==> src/rtl/trafficlight_controller.sv <==
// Six-state fixed-cycle traffic light controller.
// Each state dwells for its own T_x cycles, tracked by an 8-bit counter that
// restarts on every state entry. Lamps are one-hot {R,Y,G}. They are held in
// flops loaded from the decode of the next state, so they change on the same
// edge as the state itself.
module trafficlight_controller #(
    parameter int unsigned T_MAIN = 7,
    parameter int unsigned T_M2Y  = 2,
    parameter int unsigned T_TURN = 5,
    parameter int unsigned T_MY   = 2,
    parameter int unsigned T_SIDE = 3,
    parameter int unsigned T_SY   = 2
) (
    input  logic       clk,
    input  logic       reset,
    output logic [2:0] M1,
    output logic [2:0] M2,
    output logic [2:0] MT,
    output logic [2:0] S
);

    localparam logic [2:0] LAMP_R = 3'b100;
    localparam logic [2:0] LAMP_Y = 3'b010;
    localparam logic [2:0] LAMP_G = 3'b001;

    // Counter values on which each state hands over (T_x - 1).
    localparam logic [7:0] LIM_S1 = 8'(T_MAIN - 1);
    localparam logic [7:0] LIM_S2 = 8'(T_M2Y  - 1);
    localparam logic [7:0] LIM_S3 = 8'(T_TURN - 1);
    localparam logic [7:0] LIM_S4 = 8'(T_MY   - 1);
    localparam logic [7:0] LIM_S5 = 8'(T_SIDE - 1);
    localparam logic [7:0] LIM_S6 = 8'(T_SY   - 1);

    typedef enum logic [2:0] {
        ST_S1 = 3'd0,
        ST_S2 = 3'd1,
        ST_S3 = 3'd2,
        ST_S4 = 3'd3,
        ST_S5 = 3'd4,
        ST_S6 = 3'd5
    } state_t;

    state_t     state_q, state_d;
    logic [7:0] cnt_q, cnt_d;
    logic [2:0] m1_q, m1_d;
    logic [2:0] m2_q, m2_d;
    logic [2:0] mt_q, mt_d;
    logic [2:0] s_q,  s_d;

    state_t     nxt_s;
    logic [7:0] lim_s;
    logic       illegal_s;

    // State, dwell counter and lamp registers; reset parks everything in S1.
    always_ff @(posedge clk or posedge reset) begin
        if (reset) begin
            state_q <= ST_S1;
            cnt_q   <= 8'd0;
            m1_q    <= LAMP_G;
            m2_q    <= LAMP_G;
            mt_q    <= LAMP_R;
            s_q     <= LAMP_R;
        end else begin
            state_q <= state_d;
            cnt_q   <= cnt_d;
            m1_q    <= m1_d;
            m2_q    <= m2_d;
            mt_q    <= mt_d;
            s_q     <= s_d;
        end
    end

    // Next state and dwell counter: advance when the counter reaches T_x-1,
    // and pull any unused encoding straight back to S1.
    always_comb begin
        nxt_s     = ST_S1;
        lim_s     = 8'd0;
        illegal_s = 1'b0;
        state_d   = ST_S1;
        cnt_d     = 8'd0;
        case (state_q)
            ST_S1:   begin nxt_s = ST_S2; lim_s = LIM_S1; end
            ST_S2:   begin nxt_s = ST_S3; lim_s = LIM_S2; end
            ST_S3:   begin nxt_s = ST_S4; lim_s = LIM_S3; end
            ST_S4:   begin nxt_s = ST_S5; lim_s = LIM_S4; end
            ST_S5:   begin nxt_s = ST_S6; lim_s = LIM_S5; end
            ST_S6:   begin nxt_s = ST_S1; lim_s = LIM_S6; end
            default: begin nxt_s = ST_S1; lim_s = 8'd0; illegal_s = 1'b1; end
        endcase
        if (illegal_s) begin
            state_d = ST_S1;
            cnt_d   = 8'd0;
        end else if (cnt_q == lim_s) begin
            state_d = nxt_s;
            cnt_d   = 8'd0;
        end else begin
            state_d = state_q;
            cnt_d   = cnt_q + 8'd1;
        end
    end

    // Lamp decode of the state being entered; anything unexpected shows all red.
    always_comb begin
        m1_d = LAMP_R;
        m2_d = LAMP_R;
        mt_d = LAMP_R;
        s_d  = LAMP_R;
        case (state_d)
            ST_S1:   begin m1_d = LAMP_G; m2_d = LAMP_G; mt_d = LAMP_R; s_d = LAMP_R; end
            ST_S2:   begin m1_d = LAMP_G; m2_d = LAMP_Y; mt_d = LAMP_R; s_d = LAMP_R; end
            ST_S3:   begin m1_d = LAMP_G; m2_d = LAMP_R; mt_d = LAMP_G; s_d = LAMP_R; end
            ST_S4:   begin m1_d = LAMP_Y; m2_d = LAMP_R; mt_d = LAMP_Y; s_d = LAMP_R; end
            ST_S5:   begin m1_d = LAMP_R; m2_d = LAMP_R; mt_d = LAMP_R; s_d = LAMP_G; end
            ST_S6:   begin m1_d = LAMP_R; m2_d = LAMP_R; mt_d = LAMP_R; s_d = LAMP_Y; end
            default: begin m1_d = LAMP_R; m2_d = LAMP_R; mt_d = LAMP_R; s_d = LAMP_R; end
        endcase
    end

    assign M1 = m1_q;
    assign M2 = m2_q;
    assign MT = mt_q;
    assign S  = s_q;

endmodule

==> config.mk <==
export PLATFORM = sky130hd
export DESIGN_NAME = trafficlight_controller
export DESIGN_NICKNAME = d
export VERILOG_FILES = /design/src/rtl/trafficlight_controller.sv
export SDC_FILE = /design/constraint.sdc
export NUM_CORES = 1
export LEC_CHECK = 0
export ABC_AREA = 1
export CORE_MARGIN = 1.5
export CORE_UTILIZATION = 45
export CTS_CLUSTER_DIAMETER = 40
export DETAILED_ROUTE_END_ITERATION = 6
export PLACE_DENSITY = 0.71
export SLEW_MARGIN = 10
export SYNTH_ARGS = -nofsm -noshare
export SYNTH_HDL_FRONTEND = slang
export SYNTH_SLANG_ARGS = --single-unit
==> constraint.sdc <==
create_clock -name clk -period 2.6 [get_ports clk]
set_input_delay 0.39 -clock clk [delete_from_list [all_inputs] [get_ports clk]]
set_output_delay 0.39 -clock clk [all_outputs]
set_load 0.02 [all_outputs]
; Yosys cells after proc, flatten, opt, wreduce, memory -nomap -nowiden
; Index checks and enable logic that the tools add are counted.
[word_totals]
regBits = 23
elab_cells = 33
[classes]
muxes = 10
eq_ne = 11
reduce_logical = 5
addsub = 1
[op_table]
columns = operator, n
row1 = $pmux W3 S2, 4
row2 = $mux W8, 2
row3 = $pmux W3 S5, 1
row4 = $eq A3 B2 Y1 const B, 4
row5 = $eq A3 B3 Y1 const B, 4
row6 = $pmux W3 S4, 1
row7 = $add A8 B1 Y8 const B, 1
row8 = $eq A8 B8 Y1, 1
row9 = $eq A3 B1 Y1 const B, 2
row10 = $logic_not A3 Y1, 2
row11 = $mux W3, 2
row12 = $reduce_or A3 Y1, 2
row13 = $reduce_or A6 Y1, 1

; Longest topological paths before layout
[depth]
word_depth = 9
mapped_depth = 11

; Least setup slack after synthesis
; OpenSTA, ideal clock, no wires.
[synth_path]
path_type = flip-flop to flip-flop
from = register state_q[0]
to = register m2_q[2] (netlist: M2[2])
arrival_ns = 1.248
path_buffers = 0
setup_slack_ns = 1.239
required_ns = 2.487
setup_ns = 0.113
stages_incl_launch_ff = 11
path_cell_list = dfrtp_1 o21ai_0 nand2_1 nor2_4 nand3_2 nand2_2 nand2_2 nand2_4 nand3_2 nand2_1 inv_1
[synth_between]
elab_chain_cells = 8
word_cells_on_any_way = 16
cone_classes = eq/ne (7) / mux (5) / reduce/logical (4)
[synth_rtl]
columns = element, line
row1 = start: declaration, 43  ; state_t state_q, state_d;
row2 = start signal: assignment, 64  ; state_q <= state_d;
row3 = $eq A3 B3 Y1 (tied with other cells), 81  ; case (state_q)
row4 = $reduce_or A3 Y1 (no line), -
row5 = $pmux W3 S4, 81
row6 = $eq A8 B8 Y1, 93  ; end else if (cnt_q == lim_s) begin
row7 = $mux W3, 93
row8 = $mux W3 *, 90  ; if (illegal_s) begin
row9 = $eq A3 B1 Y1 or $logic_not A3 Y1 (tied branches), 108  ; case (state_d)
row10 = $pmux W3 S2 *, 108
row11 = net m2_d[2], 46  ; logic [2:0] m2_q, m2_d;
row12 = end signal: assignment, 67  ; m2_q <= m2_d;
row13 = end: declaration, 46
; Mark *: on every way through the listed nets, which the timed path passes. The rest lies on a longest branch.

; Worst setup path in the final report
[layout_path]
from = register mt_q[2] (netlist: MT[2])
to = output port MT[2]
[layout_lines]
columns = element, line
row1 = start: declaration, 47  ; logic [2:0] mt_q, mt_d;
row2 = start signal: assignment, 68  ; mt_q <= mt_d;
row3 = end: declaration, 18  ; output logic [2:0] MT,
; No word-level cell between the ends.

==> results.ini <==
[power]
pwr-share-comb=0.012
clkPwrFrac=0.427
p_leak_nw=0.615
power.density_nw_per_um2=509
p_switching_uw=110
power.total_uw=610
vdd_drop_max_mv=0.371
p_int_uw=500
netSwitchingFraction=0.181
p_seq_frac=0.561

[finish]
final_nets=129
area_delta_synth_final_pct=21.1
drive_above_1_share=0.200
final_cell_area_um2=1200
diodes=0
fillCellCount=184

[timing]
hold_viol_final=0
rsz0062_at_grt=no
worst_slack_ns=0.752
clock.fmax_mhz=541
setup_violations=0
worstMarginPinSlew_ns=0.771
finalMaxSlewViolations=0
slew_headroom=0.486
fin_setup_tns_ns=0
fin_crit_ns=1.85
worst_clock_skew_ns=0.00739
fin_crit_sh=0.711

[critical_path]
cp-start-kind=flop
path_delay_family=buffers and inverters
end_kind=primary output
crit_chain=clkdlybuf4s50_1
path_buf_inv=1
r2r_slack_ns=1.06
r2r_start=state_q[0]
critPathKind=flop to primary output
cp_max_fo=1
cp_slowest_stage_delay_ns=0.59
arrival_ns=1.46
crit_slowest_cell=clkdlybuf4s50_1
r2r-end=MT[0]
required_ns=2.21
r2r_cells=8

[run]
drv_cap=0

[placed_design]
io_buffer_count=13
dpl.hpwl_mm=1.26
dpl_cell_area_um2=1150
pre_cts_ws_ns=1.07
gp_congestion=0.783

[synthesis]
syn_nets=112
synth_top_cells_by_count=18 x dfrtp_1, 18 x inv_1, 17 x nor2_1, 15 x nand2_1, 5 x nand3_1
postSynthCellCount=109
avgSynthCellArea_um2=9.08
netlist_area_um2=990
synthTopCellsByArea=dfrtp_1 46%, dfstp_2 11%, inv_1 6.8%
yosysWarnings=0
ys_ff_latch=22
synth_ff_type=dfrtp_1
ys_seq_area_frac=0.561
synth_edf_count=0
synth_cell_types=20
synth_top_area_frac=0.455
synthArstFlopShare=1.00
synth_top_cell_by_area=dfrtp_1

[clock_tree]
ctsHoldBuffers=0
cts_inserted_buffers=3
cts_sinks=22
root_buffer=clkbuf_4
post_cts_buffers=0
cts_tree=yes
cts-htree-levels=1
cts.path.max_buffers=2
clk_pin_slew_ns=0.12
ctsResizeCount=0
clk-insertion-delay-late_ns=0.32

[floorplanning]
start_util=0.489
core_um2=2020
rows=16
io_pins=14
die_w_um=49.9
die_area_um2=2490
fp.dieH_um=49.9

[grt]
grt_first_pass_wirelength_mm=2.99
antenna_found_initial=0
grt_start_max_net_pins=23
grt_pass1_vias=704
grtUsageTotal=0.161
grt-ovfl-total=0

[min_path]
whs_endpoint=cnt_q[0]
hold_path.startpoint=cnt_q[0]
hold_path_class=flop to flop
hold_depth=1

[route]
dr.pass1.iters=4
viasPerCell=4.75
dr_total_vias=722
ant_nets=0
drcViolationCount=0
drtIter0Drc=8
routed_wl_mm=1.66
wire_per_inst_um=10.9

[run_status]
outcome=completed

cells by family after synthesis:
kind of cell | synth area share
buffers and inverters | 0.0910
AND/OR/NAND/NOR | 0.297
AO/OA/AOI/OAI | 0.0202
adder cells (fa/ha/maj) | 0.0126
XOR/XNOR | 0.0177
flip-flops | 0.561
power groups by stage:
stage	registers (mW)	logic (mW)	clock network, mW
after floorplan	0.349	0.00506	0
after global placement	0.349	0.00821	0
after detailed placement	0.349	0.00831	0
after CTS	0.342	0.00834	0.265
after global routing	0.343	0.00929	0.286
final	0.342	0.00748	0.260
placed cells by master, fill, tap and decap left out:
cell | Yosys | routed
nor2_4 | 1 | 1
clkbuf_4 | 0 | 3
dfrtp_1 | 18 | 18
nor3_1 | 4 | 4
nand2_1 | 15 | 15
nand3_1 | 5 | 5
clkdlybuf4s50_1 | 0 | 13
nor2_2 | 2 | 2
inv_2 | 4 | 4
xor2_1 | 2 | 2
inv_1 | 18 | 18
nand3_2 | 4 | 4
nor2_1 | 17 | 17
nor3_2 | 1 | 1
bufinv_16 | 0 | 1
ha_1 | 1 | 1
nand2_2 | 4 | 4
nand2_4 | 1 | 1
a21oi_1 | 1 | 1
o21ai_0 | 3 | 3
dfstp_2 | 4 | 4
nand4_1 | 3 | 3
worst max path at each step:
stage / start / end / slack (ns) / depth (start not counted)
floorplan: state_q[0] / M2[2] / 1.24 / 10
global placement: MT[2] / MT[2] / 1.11 / 1
detailed placement: state_q[0] / S[0] / 1.07 / 8
CTS: MT[2] / MT[2] / 0.74 / 1
global route: MT[2] / MT[2] / 0.71 / 1
finish: MT[2] / MT[2] / 0.75 / 1
registers in the layout, summed over array words and instances (netlist names):
| name | flops |
|---|---|
| M1 | 2 |
| M2 | 3 |
| MT | 3 |
| S | 3 |
| cnt_q | 8 |
| state_q | 3 |
final cells by class:
class                   count  area, um2  area share
inverters                  22       82.6      0.0689
multi-input cells          64        344       0.287
repair buffers             13        130       0.109
flip-flops and latches     22        556       0.463
clock buffers               3       22.5      0.0188
well taps                  27       33.8      0.0282
clock inverters             1       30.0      0.0251
per-stage QoR:
step	utilization	instances	hold WS, ns
2_1_floorplan	-	109	0.376
3_3_place_gp	0.567	148	0.492
3_5_place_dp	0.567	148	0.485
4_1_cts	0.593	152	0.501
5_1_grt	0.593	152	0.518
6_report	0.593	152	0.495
routing by layer:
| layer | track usage | up-vias | part of all wire |
|---|---|---|---|
| li1 | - | 364 | - |
| met1 | 0.198 | 342 | 0.44 |
| met2 | 0.271 | 13 | 0.51 |
| met3 | 0.0273 | 3 | 0.031 |
| met4 | 0.0833 | 0 | 0.017 |
| met5 | 0 | - | 0 |
Power figures use the tool's default switching activity.
